===== config.mk =====
export PLATFORM = sky130hd
export DESIGN_NAME = d_mem_fabric_ctrl
export DESIGN_NICKNAME = d
export VERILOG_FILES = /design/src/rtl/d_mem_fabric_ctrl.sv
export SDC_FILE = /design/constraint.sdc
export NUM_CORES = 1
export LEC_CHECK = 0
export ABC_AREA = 1
export BUFFER_PORTS_ARGS = -buffer_cell sky130_fd_sc_hd__buf_2
export CORE_UTILIZATION = 40
export CTS_CLUSTER_SIZE = 20
export DETAILED_ROUTE_END_ITERATION = 10
export PLACE_DENSITY = 0.58
export RECOVER_POWER = 100
export SETUP_SLACK_MARGIN = 0.4
export SYNTH_ARGS = -nofsm -noshare
export SYNTH_HDL_FRONTEND = slang
export SYNTH_SLANG_ARGS = --single-unit

===== constraint.sdc =====
create_clock -name clock -period 1.7 [get_ports clock]
set_clock_uncertainty 0.2 [all_clocks]
set_input_delay 0.255 -clock clock [delete_from_list [all_inputs] [get_ports clock]]
set_output_delay 0.255 -clock clock [all_outputs]
set_load 0.005 [all_outputs]

===== src/rtl/d_mem_fabric_ctrl.sv =====
// Fabric-side initiator for data memory port B: byte-addressed load/store requests in,
// byte-enabled word accesses out, formatted in-order responses through a credit-limited FIFO.
module d_mem_fabric_ctrl #(
   parameter int unsigned MSB_D_MEM      = 12,
   parameter int unsigned RSP_FIFO_DEPTH = 4,
   parameter int unsigned TAG_W          = 8
) (
   input  logic                 clock,
   input  logic                 rst_n,
   input  logic                 req_valid,
   output logic                 req_ready,
   input  logic                 req_opcode,
   input  logic [MSB_D_MEM:0]   req_address,
   input  logic [1:0]           req_size,
   input  logic                 req_signed,
   input  logic [31:0]          req_data,
   input  logic [TAG_W-1:0]     req_tag,
   output logic                 rsp_valid,
   input  logic                 rsp_ready,
   output logic [31:0]          rsp_data,
   output logic [TAG_W-1:0]     rsp_tag,
   output logic                 rsp_opcode,
   output logic                 rsp_error,
   output logic [MSB_D_MEM-2:0] address_b,
   output logic [3:0]           byteena_b,
   output logic [31:0]          data_b,
   output logic                 rden_b,
   output logic                 wren_b,
   input  logic [31:0]          q_b
);

   localparam int unsigned CNT_W = $clog2(RSP_FIFO_DEPTH + 1);
   localparam int unsigned PTR_W = (RSP_FIFO_DEPTH > 1) ? $clog2(RSP_FIFO_DEPTH) : 1;
   localparam int unsigned ENT_W = TAG_W + 34;

   logic             accept, pop;
   logic             req_err;
   logic [3:0]       lanes;
   logic [31:0]      wdata;
   logic [CNT_W-1:0] inflight, inflight_next;
   logic [CNT_W-1:0] fcnt, fcnt_next;
   logic [PTR_W-1:0] rd_ptr, wr_ptr;
   logic [ENT_W-1:0] fifo_mem [RSP_FIFO_DEPTH];

   logic             s1_valid, s1_err, s1_op, s1_signed;
   logic [1:0]       s1_size, s1_off;
   logic [TAG_W-1:0] s1_tag;
   logic             s2_valid, s2_err, s2_op, s2_signed;
   logic [1:0]       s2_size, s2_off;
   logic [TAG_W-1:0] s2_tag;
   logic [31:0]      shifted, fmt;

   assign accept = req_valid && req_ready;
   assign pop    = rsp_valid && rsp_ready;

   // Request decode: alignment check, lane pattern and write-data replication
   always_comb begin
      req_err = 1'b0;
      lanes   = 4'h0;
      wdata   = req_data;
      case (req_size)
         2'd0: begin
            lanes = 4'b0001 << req_address[1:0];
            wdata = {4{req_data[7:0]}};
         end
         2'd1: begin
            req_err = req_address[0];
            lanes   = 4'b0011 << req_address[1:0];
            wdata   = {2{req_data[15:0]}};
         end
         2'd2: begin
            req_err = (req_address[1:0] != 2'b00);
            lanes   = 4'hF;
         end
         default: req_err = 1'b1;
      endcase
   end

   // Credit count covers S1, S2 and FIFO occupancy
   always_comb begin
      inflight_next = inflight;
      if (accept && !pop)      inflight_next = inflight + CNT_W'(1);
      else if (!accept && pop) inflight_next = inflight - CNT_W'(1);
   end

   always_ff @(posedge clock or negedge rst_n) begin
      if (!rst_n) begin
         inflight  <= '0;
         req_ready <= 1'b1;
      end else begin
         inflight  <= inflight_next;
         req_ready <= (inflight_next < CNT_W'(RSP_FIFO_DEPTH));
      end
   end

   // S1: drive memory port B; errored requests travel without touching memory
   always_ff @(posedge clock or negedge rst_n) begin
      if (!rst_n) begin
         s1_valid  <= 1'b0;
         s1_err    <= 1'b0;
         s1_op     <= 1'b0;
         s1_signed <= 1'b0;
         s1_size   <= 2'd0;
         s1_off    <= 2'd0;
         s1_tag    <= '0;
         rden_b    <= 1'b0;
         wren_b    <= 1'b0;
         byteena_b <= 4'h0;
         address_b <= '0;
         data_b    <= '0;
      end else begin
         s1_valid  <= accept;
         rden_b    <= accept && !req_err && !req_opcode;
         wren_b    <= accept && !req_err && req_opcode;
         byteena_b <= (accept && !req_err) ? lanes : 4'h0;
         if (accept) begin
            s1_err    <= req_err;
            s1_op     <= req_opcode;
            s1_signed <= req_signed;
            s1_size   <= req_size;
            s1_off    <= req_address[1:0];
            s1_tag    <= req_tag;
            address_b <= req_address[MSB_D_MEM:2];
            data_b    <= wdata;
         end
      end
   end

   // S2: request context aligned with q_b
   always_ff @(posedge clock or negedge rst_n) begin
      if (!rst_n) begin
         s2_valid  <= 1'b0;
         s2_err    <= 1'b0;
         s2_op     <= 1'b0;
         s2_signed <= 1'b0;
         s2_size   <= 2'd0;
         s2_off    <= 2'd0;
         s2_tag    <= '0;
      end else begin
         s2_valid  <= s1_valid;
         s2_err    <= s1_err;
         s2_op     <= s1_op;
         s2_signed <= s1_signed;
         s2_size   <= s1_size;
         s2_off    <= s1_off;
         s2_tag    <= s1_tag;
      end
   end

   always_comb begin
      shifted = q_b >> {s2_off, 3'b000};
      case (s2_size)
         2'd0:    fmt = {{24{s2_signed & shifted[7]}}, shifted[7:0]};
         2'd1:    fmt = {{16{s2_signed & shifted[15]}}, shifted[15:0]};
         default: fmt = q_b;
      endcase
      if (s2_err || s2_op) fmt = 32'h0;
   end

   function automatic logic [PTR_W-1:0] ptr_inc(input logic [PTR_W-1:0] p);
      return (p == PTR_W'(RSP_FIFO_DEPTH - 1)) ? '0 : p + PTR_W'(1);
   endfunction

   always_comb begin
      fcnt_next = fcnt;
      if (s2_valid && !pop)      fcnt_next = fcnt + CNT_W'(1);
      else if (!s2_valid && pop) fcnt_next = fcnt - CNT_W'(1);
   end

   // Response FIFO; credits guarantee a free slot for every S2 push
   always_ff @(posedge clock or negedge rst_n) begin
      if (!rst_n) begin
         rd_ptr    <= '0;
         wr_ptr    <= '0;
         fcnt      <= '0;
         rsp_valid <= 1'b0;
         for (int i = 0; i < RSP_FIFO_DEPTH; i++) fifo_mem[i] <= '0;
      end else begin
         fcnt      <= fcnt_next;
         rsp_valid <= (fcnt_next != '0);
         if (s2_valid) begin
            fifo_mem[wr_ptr] <= {s2_err, s2_op, s2_tag, fmt};
            wr_ptr           <= ptr_inc(wr_ptr);
         end
         if (pop) rd_ptr <= ptr_inc(rd_ptr);
      end
   end

   assign {rsp_error, rsp_opcode, rsp_tag, rsp_data} = fifo_mem[rd_ptr];

endmodule


==> qor.txt, run 1 <==
Max-cap violations = 1
Hold crit path type = primary input to flop
Area delta synth->final = 61.6%
Pins Over Slew Limit = 18
Final global-route overflow total = 0
Fin. Hold Viols = 6
Vias in the first global route = 11200
Mux contribution to synthesized area = 0%
Compound-Gate Fraction of Synth Area = 14.4%
Clock sink count = 261
Util after Layout = 66.5%
Non-filler cells, final = 2250
VDD IR max = 987 uV
Clock Latency Late Sink = 560 ps
First-pass GRT wire length = 62.3 mm
Mean post-synth cell area = 8.21 sq um
YS warnings = 0
Largest family of logic cells by synthesized area = simple AND/OR/NAND/NOR gates
Endpoints failing setup = 433
Adder-cell share of the synthesized area = 1.15%
Die Y = 175 um
Hold WS = -36.0 ps
Cell taking the most area after synthesis = dfrtp_1
Crit. End Element = output pin
Reg2reg end = fifo_mem[147]$_DFFE_PN0P_
I/O Pins = 186
Data arrival time of the worst path = 1870 ps
Initial DRC count = 1014
Max transition margin = -3.83%
Crit start category = flop
Post-CTS Hold Fix Bufs = 65
Depth of the most critical reg-to-reg path = 12
Synthesized area = 11900 sq um
Vias = 12400
Synth unique cells = 32
R2R setup slack = -270 ps
Starting Density = 41.2%
Hold endpoint = rden_b$_DFF_PN0_
Detailed placer's ending HPWL = 24.1 mm
Final WL = 46.6 mm
Post-Synth XOR/XNOR Area = 0.147%
Post-DR wirelength/cell = 20.7 um
Row count = 62
# diodes = 0
Root Buffer Master = clkbuf_16
Largest net degree at the start of global routing = 87
Vias per cell = 5.53
Nets = 1947
FF-to-FF Start = s2_off[0]$_DFF_PN0_
TritonRoute pass-1 iters = 6
# placed instances = 2001
Worst-path clk slew = 60 ps
Period Utilization, post-route = 137%
DRC viols = 0
Worst setup margin = -621 ps
Top post-synthesis cells by area = dfrtp_1, nand2_1, o21ai_0
Initial antenna violation count = 0
Chip width = 175 um
Max H-tree Level = 1
RSZ-0062 raised after global routing = yes
Simple-Gate Fraction of Synth Area = 23.6%
Cts bufs inserted = 29
Top-area cell type share of the netlist area = 54.5%
Core Area = 29000 sq um
Mapped Cells = 1454
Max Clock Freq = 0.431 GHz
Failing checks = hold timing, capacitance limit, slew limit, setup timing
Syn nets = 1558
Post-DRT Antenna Nets = 0
Status = finished with violations
CTS tree = built
Total track usage = 25.6%
PortBufs = 185
Hold path depth = 4
Hold path start = req_size[0]
P per Cell Area = 2000 nW/um^2
Yosys reg bits = 261
Share of layout cells above drive strength 1 = 42.4%
Sequential fraction of the synthesis area = 54.7%
Required time worst endpoint = 1240 ps
Final worst path period need = 2320 ps
Die area = 30500 sq um
GPL Wtd Cong = 0.937
Crit Path Category = flop to output pin
Leakage = 9.57 nW
CTS Buffer Depth = 3
Slew @ Worst Pin = 1560 ps
Crit Path Max Fanout = 10
==> kinds of logic (layout without fill, tap and decap cells) <==
kind of cell               after synthesis  count (layout)
and+or+nand+nor                        682             682
xor gates and xnor gates                 2               2
DFF                                    261             261
buffers and inverters                  169             581
AOI/OAI and AO/OA                      329             329
adders and majority gates               11              11
==> layer usage <==
metal  GRT usage (%)  routed length, um  vias to the layer above
li1                -                  -                     5616
met3            3.35               3240                      152
met1            34.8              18000                     6120
met4            7.68               2090                        0
met5               0                  0                        -
met2            42.7              23300                      560
==> sequential cells by signal, summed over array words and instances, names as in the netlist, 2 cells and up <==
| signal | flops |
|---|---|
| fifo_mem | 168 |
| s1_off | 2 |
| rd_ptr | 2 |
| s2_size | 2 |
| s1_size | 2 |
| byteena_b | 4 |
| address_b | 11 |
| data_b | 32 |
| s2_off | 2 |
| fcnt | 3 |
| inflight | 3 |
| s1_tag | 8 |
| wr_ptr | 2 |
| s2_tag | 8 |
==> worst max-delay path by stage <==
stage	startpoint	cells past startpoint	endpoint	slack (ps)
floorplan	req_ready$_DFF_PN1_	8	req_ready$_DFF_PN1_	40
global placement	rd_ptr[0]$_DFFE_PN0P_	5	rsp_data[18]	-60
detailed placement	rd_ptr[0]$_DFFE_PN0P_	5	rsp_data[18]	-70
CTS	rd_ptr[0]$_DFFE_PN0P_	5	rsp_data[15]	-630
global route	rd_ptr[0]$_DFFE_PN0P_	5	rsp_opcode	-690
finish	rd_ptr[0]$_DFFE_PN0P_	5	rsp_data[5]	-620
==> where the power goes <==
part           leakage, nW  internal [mW]  total, mW  switching [mW]
Sequential            3.35           8.85       10.9            2.05
Combinational         5.74           10.2       21.4            11.1
Clock                0.480           3.74       6.38            2.64
Total                 9.57           22.8       38.7            15.8
==> cells in the final DEF, fill, tap and decap left out, types with 4 or more instances in the layout <==
master	n
buf_8	12
nand3_1	9
o21ai_2	123
buf_16	17
clkinv_2	8
nand2_8	4
o21ai_1	75
inv_1	61
buf_2	179
clkbuf_1	13
inv_4	5
o21ai_4	10
clkbuf_8	7
dfrtp_2	5
a21oi_1	25
buf_12	48
nor2_4	5
a21oi_4	5
nand4_1	64
a21oi_2	5
ha_4	4
inv_2	4
dfrtp_1	255
nand2_1	361
o21ai_0	42
nor2_1	74
buf_6	48
nand3_2	17
o22ai_1	21
dlygate4sd3_1	65
buf_4	54
nand3_4	5
nand2_2	77
o22ai_2	21
nor2_2	24
clkbuf_16	51
ha_1	6
nand2_4	39
==> worst max-delay path: stages (launching register included) <==
cell	delay (ps)
dfrtp_2	470
buf_4	180
clkbuf_16	170
nor2_1	180
o22ai_2	150
buf_2	150
==> cells in the mapped netlist, drive strengths merged <==
cell and count:
inv 71, clkbuf 73, nand2 481, dfstp 1, o21ai 250, xor2 2, nor3 1, ha 11
nand3b 1, nand3 31, or2 1, a21oi 35, buf 24, dfrtp 260, clkinv 1, nand4 64
nor2 103, a22oi 1, o22ai 43
==> final cells by class <==
type                            instances  area [sq um]
Timing Repair inverter                  1          6.26
Fill cell                            2276          9720
Clock buffer                           43           848
Timing Repair Buffer                  454          4720
Clock inverter                         11           109
Inverter                               72           298
Multi-Input combinational cell       1024          6290
Tap cell                              384           480
Sequential cell                       261          6540
==> metrics by stage <==
step,setup WS (ps),instance area [sq um],power [mW],setup TNS (ps),hold WS (ps)
global placement,-64.8,14100,23.4,-189,-92.8
CTS,-633,17000,33.6,-34710,-85.3
floorplan,39.4,12600,18.5,0,-241
finish,-621,19300,38.7,-86020,-36.0
global route,-685,19300,40.7,-149860,-10.1
detailed placement,-65.5,14100,23.6,-267,-91.8
==> what timing repair did <==
| action | 4_1_cts | 5_1_grt |
|---|---|---|
| setup endpoints to repair | 335 | 336 |
| pin swaps | 55 | 124 |
| gates resized for setup | 178 | 401 |
| hold endpoints to repair | 351 | 18 |
| buffers inserted | 29 | 45 |
| cloned | 19 | 37 |
Power figures use the tool's default switching activity.
==> run 2: changes to the inputs <==
--- a/config.mk
+++ b/config.mk
@@ -10,7 +10,7 @@
 export CORE_UTILIZATION = 40
 export CTS_CLUSTER_SIZE = 20
 export DETAILED_ROUTE_END_ITERATION = 10
-export PLACE_DENSITY = 0.58
+export PLACE_DENSITY_LB_ADDON = 0.1
 export RECOVER_POWER = 100
 export SETUP_SLACK_MARGIN = 0.4
 export SYNTH_ARGS = -nofsm -noshare
==> constraint.sdc (replaced) <==
create_clock -name clock -period 2.8 [get_ports clock]
set_clock_uncertainty 0.2 [all_clocks]
set_input_delay 0.42 -clock clock [delete_from_list [all_inputs] [get_ports clock]]
set_output_delay 0.42 -clock clock [all_outputs]
set_load 0.005 [all_outputs]
==> run 2 against run 1 <==
  * The flow finishes with violations (capacitance limit, slew limit)
  * Sequential power shrank 41%
  * Clock-buffer cell count is 4 higher
  * Combinational power fell by 62%
  * Critical path type unchanged
  * Register-to-register slack better by 580 ps
  * Critical path depth is the same
  * Setup slack improved by 850 ps
  * Flip-flop and latch count stayed put
  * Cell count is 7.3% lower
  * First-iteration DRC count is 26% lower
  * Routed wire length shrank 16%
==> qor.txt, run 2 (synthesized netlist as in run 1, its figures left out) <==
Data arrival time of the worst path = 1950 ps (+80 ps)
Hold crit path type = primary input to flop
P per Cell Area = 1200 nW/um^2 (-40%)
Most frequent cells in the layout = nand2_1, dfrtp_1, o21ai_0
Reg2reg end = fifo_mem[51]$_DFFE_PN0P_
Worst-path clk slew = 60 ps (about the same)
GPL Wtd Cong = 0.883 (-5.8%)
Regs by FF count = fifo_mem x168, data_b x32, address_b x11
Failing checks = capacitance limit, slew limit
Critical Path End = rsp_tag[0]
Initial DRC count = 750 (-26%)
Detailed placer's ending HPWL = 23.1 mm (-4.1%)
Area delta synth->final = 29.1%
DRC viols = 0 (unchanged)
I/O Pins = 186 (unchanged)
Worst path slowest cell = dfrtp_1
CTS tree = built
Footprint of the multi-input gates = 4940 sq um (-22%)
Max-cap violations = 1 (unchanged)
Worst path top cell family by delay = flip-flops
Cts bufs inserted = 30 (+3.4%)
Post-Route Setup TNS = 0 ps (+86020 ps)
Row count = 62 (unchanged)
Largest net degree at the start of global routing = 79 (-9.2%)
Post-DRT Antenna Nets = 0 (unchanged)
Pins Over Slew Limit = 53 (+35)
Register area = 6530 sq um (about the same)
Leakage = 7.68 nW (-20%)
Die Y = 175 um (unchanged)
First-pass GRT wire length = 60.0 mm (-3.7%)
Status = finished with violations
Crit. End Element = output pin
Crit Path Max Fanout = 5 (-5)
Total track usage = 25.0% (-0.62 points)
CTS Buffer Depth = 3 (unchanged)
Core Area = 29000 sq um (unchanged)
Max H-tree Level = 1 (unchanged)
R2R setup slack = 310 ps (+580 ps)
VDD IR max = 540 uV (-45%)
Crit start category = flop
Final global-route overflow total = 0 (unchanged)
Worst path depth = 5 (unchanged)
Max transition margin = -3.53% (+0.30 points)
Final WL = 38.9 mm (-16%)
RSZ-0062 raised after global routing = yes
Chip width = 175 um (unchanged)
Root Buffer Master = clkbuf_16
Max FFs per register = 168 (unchanged)
PortBufs = 185 (unchanged)
Non-filler cells, final = 2086 (-7.3%)
Crit Path Category = flop to output pin
Share of layout cells above drive strength 1 = 16.8% (-26 points)
Depth of the most critical reg-to-reg path = 5 (-7)
Starting Density = 41.2% (unchanged)
Nets = 1781 (-8.5%)
Period Utilization, post-route = 91.9%
TritonRoute pass-1 iters = 5 (-1)
FF-to-FF Start = wr_ptr[0]$_DFFE_PN0P_
Most flop-heavy register = fifo_mem
Fin. Hold Viols = 0 (-6)
Required time worst endpoint = 2180 ps (+940 ps)
Clock Latency Late Sink = 560 ps (about the same)
Slew @ Worst Pin = 1550 ps (-4.54 ps)
CP Cell Sequence = buf_6, clkbuf_16, o21ai_2, o22ai_2, clkbuf_1
Delay of the slowest cell on the worst path = 610 ps (+140 ps)
Die area = 30500 sq um (unchanged)
Vias per cell = 5.26 (-5.0%)
Final worst path period need = 2570 ps
Initial antenna violation count = 6 (+6)
Filler cells = 2793 (+23%)
Endpoints failing setup = 0 (-100%)
Max Clock Freq = 0.389 GHz
CP bufs+invs = 3 (unchanged)
Crit path from = rd_ptr[0]$_DFFE_PN0P_
Vias = 11000 (-12%)
# placed instances = 1954 (-2.3%)
Vias in the first global route = 10600 (-5.8%)
Clock sink count = 261 (unchanged)
Commonest non-fill, non-tap cell in the layout = nand2_1
Post-DR wirelength/cell = 18.7 um (-9.9%)
==> run 2: cell types whose count changed in the layout (fill, tap and decap cells not counted), sizes merged, moves of 3 or more <==
| cell | before | now |
|---|---|---|
| dlygate4sd3 | 65 | 56 |
| diode | 0 | 3 |
| clkbuf | 73 | 118 |
| buf | 358 | 161 |
| clkinv | 10 | 4 |
==> run 2: stage by stage <==
| stage | power, mW | utilization (%) | worst slack, ps | instance area (sq um) | hold slack, ps |
|---|---|---|---|---|---|
| floorplan | 10.5 | - | 847 | 11900 | -75.6 |
| global placement | 13.1 | 45.7 | 605 | 13300 | 136 |
| detailed placement | 13.2 | 45.7 | 593 | 13300 | 146 |
| CTS | 18.1 | 52.4 | 305 | 15200 | 63.3 |
| global route | 19.8 | 53.1 | 161 | 15400 | 97.7 |
| finish | 18.5 | 53.1 | 227 | 15400 | 79.9 |
==> run 2: tightest hold or removal path: stages <==
cell     delay (ps)
buf_2           100
inv_1            40
a21oi_1          50
nand2_1         110
o21ai_0          80
==> run 2: cell type report <==
class,count,share of cell area (%)
Tap cell,384,3.12
Multi-Input combinational cell,1024,32.0
Clock inverter,7,0.731
Antenna cell,3,0.0487
Sequential cell,261,42.4
Timing Repair Buffer,288,13.9
Clock buffer,47,5.94
Inverter,72,1.80
==> run 2: what timing repair did <==
| item | in CTS | in global routing |
|---|---|---|
| setup buffers | 6 | 0 |
| hold buffers | 56 | 0 |
| pin swaps | 4 | 30 |
| endpoints found under the hold margin | 111 | 0 |
| cloned | 5 | 8 |
| resized for setup | 33 | 77 |
| setup endpoints to repair | 42 | 71 |
==> run 2: power by group <==
group          total, mW  leakage, nW  switching [mW]  internal, mW
sequential          6.38         3.36            1.02          5.36
combinational       8.07         3.82            4.94          3.13
clock               4.07        0.503            1.57          2.50
total               18.5         7.68            7.53          11.0
==> run 2: worst min-delay path by stage <==
stage,start,slack (ps),cells past startpoint,endpoint
after floorplan,rst_n,-80,0,address_b[0]$_DFFE_PN0P_
after global placement,s1_valid$_DFF_PN0_,140,0,s2_valid$_DFF_PN0_
after detailed placement,s1_valid$_DFF_PN0_,150,0,s2_valid$_DFF_PN0_
after CTS,q_b[5],60,5,fifo_mem[47]$_DFFE_PN0P_
after global routing,q_b[5],100,5,fifo_mem[89]$_DFFE_PN0P_
final,q_b[5],80,5,fifo_mem[47]$_DFFE_PN0P_
==> run 2: routing by layer <==
metal | up-vias | track usage (%) | share of wire [%]
li1 | 5256 | - | -
met1 | 5282 | 35.6 | 46
met2 | 349 | 38.9 | 45
met3 | 69 | 4.79 | 6.8
met4 | 6 | 6.78 | 2.8
met5 | - | 0 | 0.087
